$ cat config.mk
export PLATFORM = sky130hd
export DESIGN_NAME = i8035_ext_bus_resp
export DESIGN_NICKNAME = d
export VERILOG_FILES = /design/src/rtl/i8035_ext_bus_resp.sv
export SDC_FILE = /design/constraint.sdc
export NUM_CORES = 1
export LEC_CHECK = 0
export CAP_MARGIN = 20
export CORE_MARGIN = 2
export CORE_UTILIZATION = 35
export CTS_CLUSTER_SIZE = 14
export DETAILED_ROUTE_END_ITERATION = 8
export DONT_BUFFER_PORTS = 1
export PLACE_DENSITY = 0.54
export REMOVE_ABC_BUFFERS = 1
export SLEW_MARGIN = 15
export SYNTH_ARGS = -nofsm -noshare
export SYNTH_HDL_FRONTEND = slang
export SYNTH_SLANG_ARGS = --single-unit
$ cat constraint.sdc
create_clock -name I_CLK -period 1.7 [get_ports I_CLK]
set_clock_uncertainty 0.05 [all_clocks]
set_input_delay 0.34 -clock I_CLK [delete_from_list [all_inputs] [get_ports I_CLK]]
set_output_delay 0.34 -clock I_CLK [all_outputs]
set_load 0.1 [all_outputs]
$ cat src/rtl/i8035_ext_bus_resp.sv
// External-bus target for the 8035 sound CPU: latches the low address on ALE, serves
// PSENn fetches from a synchronous ROM, MOVX reads via req/ack and MOVX writes as strobes.
module i8035_ext_bus_resp #(
    parameter int         ROM_AW  = 11,
    parameter logic [7:0] DB_IDLE = 8'hFF
) (
    input  logic              I_CLK,
    input  logic              I_RSTn,
    input  logic              I_ALE,
    input  logic              I_PSENn,
    input  logic              I_RDn,
    input  logic              I_WRn,
    input  logic [7:0]        I_DB,
    input  logic [7:0]        I_P2,
    output logic [7:0]        O_DB,
    output logic              O_DB_OE,
    output logic [ROM_AW-1:0] O_ROM_A,
    output logic              O_ROM_RE,
    input  logic [7:0]        I_ROM_D,
    output logic [7:0]        O_XD_A,
    output logic              O_XRD_REQ,
    input  logic              I_XRD_ACK,
    input  logic [7:0]        I_XRD_D,
    output logic              O_XWR_STB,
    output logic [7:0]        O_XWR_D,
    output logic              O_CONFLICT,
    output logic              O_LATE
);

    typedef enum logic [2:0] {
        S_IDLE,
        S_FETCH_A,
        S_FETCH_D,
        S_DRIVE,
        S_XRD_WAIT,
        S_XWR
    } state_t;

    state_t              state_q;
    logic                ale_q, psen_q, rd_q, wr_q;
    logic [7:0]          addr_lo_q, addr_lo_d;
    logic [7:0]          db_q, xwr_d_q;
    logic                oe_q, rom_re_q, xrd_req_q, xwr_stb_q;
    logic                conflict_q, late_q;
    logic                src_rd_q, ack_arm_q;
    logic [ROM_AW-1:0]   rom_a_q;

    logic ale_fall, psen_fall, rd_fall, wr_fall;
    logic multi_low, strobe_hi;
    logic unused_p2;

    assign ale_fall  = ale_q  & ~I_ALE;
    assign psen_fall = psen_q & ~I_PSENn;
    assign rd_fall   = rd_q   & ~I_RDn;
    assign wr_fall   = wr_q   & ~I_WRn;

    assign multi_low = (~I_PSENn & ~I_RDn) | (~I_PSENn & ~I_WRn) | (~I_RDn & ~I_WRn);

    // An ALE fall coinciding with a strobe fall must already use the new address.
    assign addr_lo_d = ale_fall ? I_DB : addr_lo_q;

    assign strobe_hi = src_rd_q ? I_RDn : I_PSENn;

    // Upper P2 bits are not part of the ROM address for narrower ROMs.
    assign unused_p2 = ^I_P2;

    always_ff @(posedge I_CLK or negedge I_RSTn) begin
        if (!I_RSTn) begin
            state_q    <= S_IDLE;
            // Strobe history resets "low" so a strobe held low across reset is not a fall.
            ale_q      <= 1'b0;
            psen_q     <= 1'b0;
            rd_q       <= 1'b0;
            wr_q       <= 1'b0;
            addr_lo_q  <= 8'h00;
            db_q       <= 8'h00;
            xwr_d_q    <= 8'h00;
            oe_q       <= 1'b0;
            rom_re_q   <= 1'b0;
            xrd_req_q  <= 1'b0;
            xwr_stb_q  <= 1'b0;
            conflict_q <= 1'b0;
            late_q     <= 1'b0;
            src_rd_q   <= 1'b0;
            ack_arm_q  <= 1'b0;
            rom_a_q    <= '0;
        end else begin
            ale_q     <= I_ALE;
            psen_q    <= I_PSENn;
            rd_q      <= I_RDn;
            wr_q      <= I_WRn;
            addr_lo_q <= addr_lo_d;
            rom_re_q  <= 1'b0;
            xrd_req_q <= 1'b0;
            xwr_stb_q <= 1'b0;

            if (multi_low) begin
                conflict_q <= 1'b1;
            end

            if (I_ALE && (state_q != S_IDLE)) begin
                state_q <= S_IDLE;
                late_q  <= 1'b1;
                oe_q    <= 1'b0;
            end else begin
                case (state_q)
                    S_IDLE: begin
                        if (psen_fall) begin
                            rom_a_q  <= {I_P2[ROM_AW-9:0], addr_lo_d};
                            rom_re_q <= 1'b1;
                            src_rd_q <= 1'b0;
                            state_q  <= S_FETCH_A;
                        end else if (rd_fall) begin
                            xrd_req_q <= 1'b1;
                            src_rd_q  <= 1'b1;
                            ack_arm_q <= 1'b0;
                            state_q   <= S_XRD_WAIT;
                        end else if (wr_fall) begin
                            xwr_d_q <= I_DB;
                            state_q <= S_XWR;
                        end
                    end
                    S_FETCH_A: begin
                        if (I_PSENn) begin
                            late_q  <= 1'b1;
                            state_q <= S_IDLE;
                        end else begin
                            state_q <= S_FETCH_D;
                        end
                    end
                    S_FETCH_D: begin
                        if (I_PSENn) begin
                            late_q  <= 1'b1;
                            state_q <= S_IDLE;
                        end else begin
                            db_q    <= I_ROM_D;
                            oe_q    <= 1'b1;
                            state_q <= S_DRIVE;
                        end
                    end
                    S_XRD_WAIT: begin
                        if (I_RDn) begin
                            late_q  <= 1'b1;
                            state_q <= S_IDLE;
                        end else begin
                            // ACK in the same cycle as REQ is not accepted.
                            ack_arm_q <= 1'b1;
                            if (ack_arm_q && I_XRD_ACK) begin
                                db_q    <= I_XRD_D;
                                oe_q    <= 1'b1;
                                state_q <= S_DRIVE;
                            end
                        end
                    end
                    S_DRIVE: begin
                        if (strobe_hi) begin
                            oe_q    <= 1'b0;
                            state_q <= S_IDLE;
                        end
                    end
                    S_XWR: begin
                        if (I_WRn) begin
                            xwr_stb_q <= 1'b1;
                            state_q   <= S_IDLE;
                        end else begin
                            xwr_d_q <= I_DB;
                        end
                    end
                    default: state_q <= S_IDLE;
                endcase
            end
        end
    end

    assign O_DB       = oe_q ? db_q : DB_IDLE;
    assign O_DB_OE    = oe_q;
    assign O_ROM_A    = rom_a_q;
    assign O_ROM_RE   = rom_re_q;
    assign O_XD_A     = addr_lo_q;
    assign O_XRD_REQ  = xrd_req_q;
    assign O_XWR_STB  = xwr_stb_q;
    assign O_XWR_D    = xwr_d_q;
    assign O_CONFLICT = conflict_q;
    assign O_LATE     = late_q;

endmodule

==> key figures, run 1 <==
Placed design
  – Placed cells: around 290
  – PortBufs: 0
  – Area after DPL: roughly 2700 um2
  – Gpl congestion: roughly 0.82
  – HPWL Detailed: roughly 3400 um

Critical path
  – Startpoint Class: flop
  – Setup CP Type: reg2reg
  – WP data required: 1.84 ns
  – CP Capture Type: flop
  – Worst reg2reg setup slack: -0.08 ns
  – Worst EP arrival: 1.92 ns
  – Critical path fanouts, max: 8

STA
  – Fin Hold WS: 0.03830 ns
  – Crit path time final: ~1.8 ns
  – Final period util: 1.045
  – Max-slew violations: 0
  – PnR worst setup slack: -0.07639 ns
  – Max Clock Freq: between 0.5 and 0.6 GHz
  – Worst slew pin tran: roughly 0.9 ns
  – Max-slew headroom: 0.3906
  – Final number of hold-violating endpoints: 0
  – RSZ-0062 raised after global routing: yes
  – Final Setup Violations: 18

Clock tree
  – Buffer depth of the longest clock path: 2
  – CTS sink cnt: 50
  – Clk_lat worst skew: 0.30 ns
  – Root Buffer Master: clkbuf_8
  – CTS tree: done
  – H-tree levels: 2
  – Clk slew on worst S/H paths: roughly 0.10 ns
  – Clock buffer count from CTS: 5

Status
  – Status: complete, but fails checks
  – Failing checks: setup timing

Synth
  – Yosys cell types: 39
  – Post-synth top area share: 0.5609
  – Most frequent cells after synthesis: 50 x dfrtp_1, 43 x mux2_2, 12 x nand2b_1
  – Top FF cell, synth: dfrtp_1
  – Mapped Cells: around 170
  – Post-Syn Area: between 2000 and 2500 um2
  – Most instantiated library cell after synthesis: dfrtp_1
  – Flops & latches, synth: 50
  – Synth warn: 0
  – Area contributors post-synth: dfrtp_1 56%, mux2_2 22%, nand2b_1 3.4%
  – Sequential area share after synthesis: 0.5609
  – Ys async rst share: 1.000
  – Yosys top cell by area: dfrtp_1
  – Post-synth EDFFs: 0
  – Synth Area per Inst: about 13 um2

Finish
  – Final instance area: ~3000 um2
  – Synthesis-to-finish area growth: 37.80%
  – Fraction of layout cells with a size suffix above 1: 0.5391
  – # diodes: 0
  – Final Non-Filler Cells: 307
  – Nets: between 200 and 300
  – Final core utilization: 0.4926

Floorplan
  – Die width: roughly 84 um
  – Die H: between 80 and 90 um
  – Starting Density: 0.3575
  – Core ar.: 6241 um2
  – Top-level port count: 80
  – Rows: 29
  – Die ar.: 7028 um2

Global routing
  – Antenna violations before repair: 0
  – Vias in the first global route: around 1700
  – GR Util All Layers: 0.1398
  – First-pass GRT wire length: 7845 um
  – Pin count of the biggest net entering global routing: 51
  – Global route overflow: 0

Drt
  – Vias per cell: ~5
  – Initial DRT Pass Iterations: 4
  – Routed wire length: roughly 5000 um
  – DR DRC count: 0
  – Wire per inst: between 15 and 20 um
  – Routed Antenna Nets: 0
  – DRT iter0 DRCs: 73
  – DR vias: roughly 1600

Hold path
  – Hold crit path type: in2reg

Job
  – Max-Cap Viols: 0
[worst max-delay path: stages, from the launching register on]
cell and delay [ns]:
dfrtp_2 0.48, nand3b_2 0.24, or2_4 0.25, a21oi_4 0.14, buf_12 0.15, mux2_2 0.33
[cell families (layout without fill, tap and decap cells)]
family / count (synthesis) / after routing / synth area share
AOI/OAI and AO/OA: 22 / 22 / 0.06786
xor gates and xnor gates: 1 / 1 / 0.003927
buffers and inverters: 11 / 72 / 0.02467
DFF: 50 / 50 / 0.5609
muxes: 45 / 45 / 0.2266
and+or+nand+nor: 40 / 40 / 0.1161
[registers in the layout, summed over array words and instances (netlist names)]
| signal | flops |
|---|---|
| O_CONFLICT | 1 |
| O_DB_OE | 1 |
| O_LATE | 1 |
| O_ROM_A | 11 |
| O_ROM_RE | 1 |
| O_XD_A | 8 |
| O_XRD_REQ | 1 |
| O_XWR_D | 8 |
| O_XWR_STB | 1 |
| ack_arm_q | 1 |
| ale_q | 1 |
| db_q | 8 |
| psen_q | 1 |
| rd_q | 1 |
| src_rd_q | 1 |
| state_q | 3 |
| wr_q | 1 |
[layout by cell type, fill, tap and decap left out, types with 2 or more instances in the layout]
master         netlist  layout
a21oi_1              3       3
buf_12               0       3
nand2b_1            12      12
nor3b_1              2       2
nand4_1              2       2
dfrtp_1             50      47
o21ai_0              7       7
nand2_1              6       6
buf_4                2      49
buf_6                0       3
a21o_1               2       2
nor4b_4              0       2
nor2_1               4       4
dlygate4sd3_1        0       5
nor3_1               2       2
dfrtp_2              0       3
mux2_4               0      22
nor3_4               1       2
clkbuf_8             0       6
inv_1                2       2
mux2_2              43      21
nor2b_1              2       2
[through the flow]
step / TNS (ns) / worst slack, ns
final: -0.9717 / -0.07639
after global routing: -1.725 / -0.1404
after CTS: -1.139 / -0.07699
after detailed placement: -2.025 / -0.1461
after global placement: -1.227 / -0.07432
after floorplan: -5.830 / -0.5431
[cell type report]
type	instances	area, um2
fill	554	3167
sequential	50	1255
multi-input combinational	108	1074
timing repair buffer	61	539.3
tap	77	96.34
clock buffer	6	82.58
clock inverter	2	16.27
inverter	3	11.26
[what timing repair did]
item                                    in CTS  in global routing
cloned                                       0                  0
hold buffers                                 3                  3
resized for setup                           25                 13
setup buffers                                6                  2
hold endpoints to repair                    51                  3
endpoints found under the setup margin      18                 18
pin swaps                                    4                  4
[metal layers]
metal  global-route usage  vias up  share of wire
met4              0.03666        0         0.0058
li1                     -      728              -
met3              0.04451        4          0.074
met1               0.1682      787           0.40
met5                    0        -              0
met2               0.2422       62           0.52
[path summary, 6_finish.rpt]
check / start / to / cells after the start
setup reg to reg: state_q[1] / O_XWR_D[6] / 5
setup / recovery: state_q[1] / O_XWR_D[6] / 5
min in group asynchronous: I_RSTn / state_q[0] / 2
hold / removal: I_ALE / state_q[1] / 1
hold reg to reg: db_q[1] / db_q[1] / 1
max in group asynchronous: I_RSTn / state_q[1] / 2
Power of run 1 is not shown: default switching activity piles up to over one toggle a cycle in this logic, so the estimate is an artifact.
==> run 2: changes to the inputs <==
RECOVER_POWER = 100   (was not set)
==> run 2 against run 1 <==
  * The flow still finishes with violations (setup timing)
  * Flip-flop and latch count unchanged
  * First-iteration DRC count down 4.1%
  * Cell count unchanged
  * Via count down 0.95%
  * Clock-buffer cell count unchanged
  * Core utilization down 1.3 points
  * Sequential share of layout area up 1.1 points
  * Non-clock buffer count unchanged
  * Register-to-register slack about the same
==> key figures, run 2 (same netlist as run 1, synthesis figures left out) <==
Hold path
  – Hold crit path type: in2reg
  – Worst hold start: I_ALE
  – Endpoint, Worst Hold: state_q[1]
  – Hold path cells: 1

Critical path
  – Startpoint Class: flop
  – Worst EP arrival: about 1.9 ns
  – Largest delay share family, worst path: simple AND/OR/NAND/NOR gates
  – R2r worst-path depth: 5
  – Max incr delay on CP: between 0.4 and 0.5 ns
  – Setup CP Type: reg2reg
  – Crit-path slowest cell: dfrtp_2
  – Worst reg2reg setup slack: -0.08 ns
  – Worst Path Buf+Inv: 1
  – CP Capture Type: flop
  – R2R Path Start: state_q[1]
  – Critical path fanouts, max: 8
  – Worst r2r dst: O_XWR_D[6]
  – CP cell instances: nand3b_2 -> or2_4 -> a21oi_4 -> buf_12 -> mux2_2
  – WP data required: between 1.5 and 2 ns

STA
  – Worst slew pin tran: 0.9132 ns
  – RSZ-0062 raised after global routing: yes
  – Final number of hold-violating endpoints: 0
  – Crit path time final: ~1.8 ns
  – Max-slew violations: 0
  – Max Clock Freq: roughly 0.56 GHz
  – PnR worst setup slack: -0.07675 ns
  – Final period util: 1.045
  – Final Setup Violations: 18
  – Max-slew headroom: 0.3912

Drt
  – Wire per inst: ~16 um
  – DR DRC count: 0
  – Routed Antenna Nets: 0
  – DR vias: 1566
  – Initial DRT Pass Iterations: 4
  – DRT iter0 DRCs: 70
  – Routed wire length: about 5000 um
  – Vias per cell: around 5.1

Finish
  – Most frequent cells in the layout: 47 x dfrtp_1, 25 x buf_4, 22 x mux2_4
  – Synthesis-to-finish area growth: 34.27%
  – Nets: 268
  – Most common cell after layout, fill and taps aside: dfrtp_1
  – # diodes: 0
  – Fraction of layout cells with a size suffix above 1: 0.5217
  – Number of flip-flops in the largest register: 11
  – Final instance area: between 2000 and 3000 um2

Placed design
  – PortBufs: 0
  – Area after DPL: ~2700 um2
  – HPWL Detailed: roughly 3400 um
  – Gpl congestion: ~0.8

Floorplan
  – Die width: approximately 84 um
  – Die H: between 80 and 90 um
  – Rows: 29
  – Die ar.: 7028 um2
  – Starting Density: 0.3575
  – Core ar.: approximately 6200 um2
  – Top-level port count: 80

Clock tree
  – Clk slew on worst S/H paths: roughly 0.10 ns
  – CTS tree: done
  – Root Buffer Master: clkbuf_8
  – CTS sink cnt: 50
  – Buffer depth of the longest clock path: 2
  – Clk_lat worst skew: ~0.3 ns
  – H-tree levels: 2
  – Clock buffer count from CTS: 5

Global routing
  – GR Util All Layers: 0.1398
  – Vias in the first global route: between 1500 and 2000
  – Pin count of the biggest net entering global routing: a little over 50
  – Antenna violations before repair: 0
  – Global route overflow: 0
  – First-pass GRT wire length: just under 8000 um

Job
  – Max-Cap Viols: 0

Status
  – Status: complete, but fails checks
  – Failing checks: setup timing
==> run 2: changes by cell type in the layout (fill, tap and decap cells not counted) <==
cell,before,now
buf_4,49,25
clkbuf_2,0,21
mux2_1,1,4
mux2_2,21,18
clkbuf_4,0,2
buf_16,1,0
buf_2,0,1
clkbuf_1,0,1
==> run 2: layout make-up <==
class                   count  area [um2]
clock buffers               6       82.58
multi-input cells         108        1074
well taps                  77       96.34
inverters                   3       11.26
flip-flops and latches     50        1255
clock inverters             2       16.27
repair buffers             61       460.4
fillers                   566        3246
==> run 2: worst reg2reg max path, delay by kind of cell (launching register included) <==
kind                   cells  cell delay (ns)
AO/OA/AOI/OAI              1             0.14
buffers and inverters      1             0.15
flip-flops                 1             0.48
multiplexers               1             0.34
AND/OR/NAND/NOR            2             0.50
==> run 2: worst max-delay path by stage <==
| stage | start | to | slack [ns] | cells past startpoint |
|---|---|---|---|---|
| after floorplan | O_DB_OE | O_DB[0] | -0.54 | 1 |
| after global placement | state_q[0] | O_XWR_D[5] | -0.07 | 5 |
| after detailed placement | state_q[0] | db_q[7] | -0.15 | 4 |
| after CTS | state_q[0] | db_q[2] | -0.08 | 6 |
| after global routing | state_q[2] | state_q[0] | -0.14 | 6 |
| final | state_q[1] | O_XWR_D[6] | -0.08 | 5 |
==> run 2: metrics by stage <==
stage / hold slack (ns) / util / cells / worst slack (ns) / TNS (ns)
floorplan: -0.005591 / - / 161 / -0.5431 / -5.830
global placement: -0.004047 / 0.4264 / 285 / -0.07432 / -1.227
detailed placement: -0.004242 / 0.4264 / 285 / -0.1461 / -2.025
CTS: 0.001489 / 0.4759 / 302 / -0.07699 / -1.139
global route: 0.02048 / 0.4800 / 307 / -0.1404 / -2.159
finish: 0.03811 / 0.4800 / 307 / -0.07675 / -0.9255
==> run 2: layer usage <==
| metal | global-route usage | up-vias | wire length (um) | share of wire |
|---|---|---|---|---|
| met3 | 0.04451 | 4 | 355 | 0.071 |
| met1 | 0.1682 | 777 | 2018 | 0.40 |
| met2 | 0.2422 | 60 | 2597 | 0.52 |
| met4 | 0.03666 | 0 | 29 | 0.0058 |
| met5 | 0 | - | 0 | 0 |
| li1 | - | 725 | - | - |
==> run 2: what timing repair did <==
action,4_1_cts,5_1_grt
setup buffers,6,2
hold endpoints to repair,51,3
pin swaps,4,4
setup endpoints to repair,18,18
gates resized for setup,25,13
hold buffers,3,3
Power of run 2 is left out for the same reason.
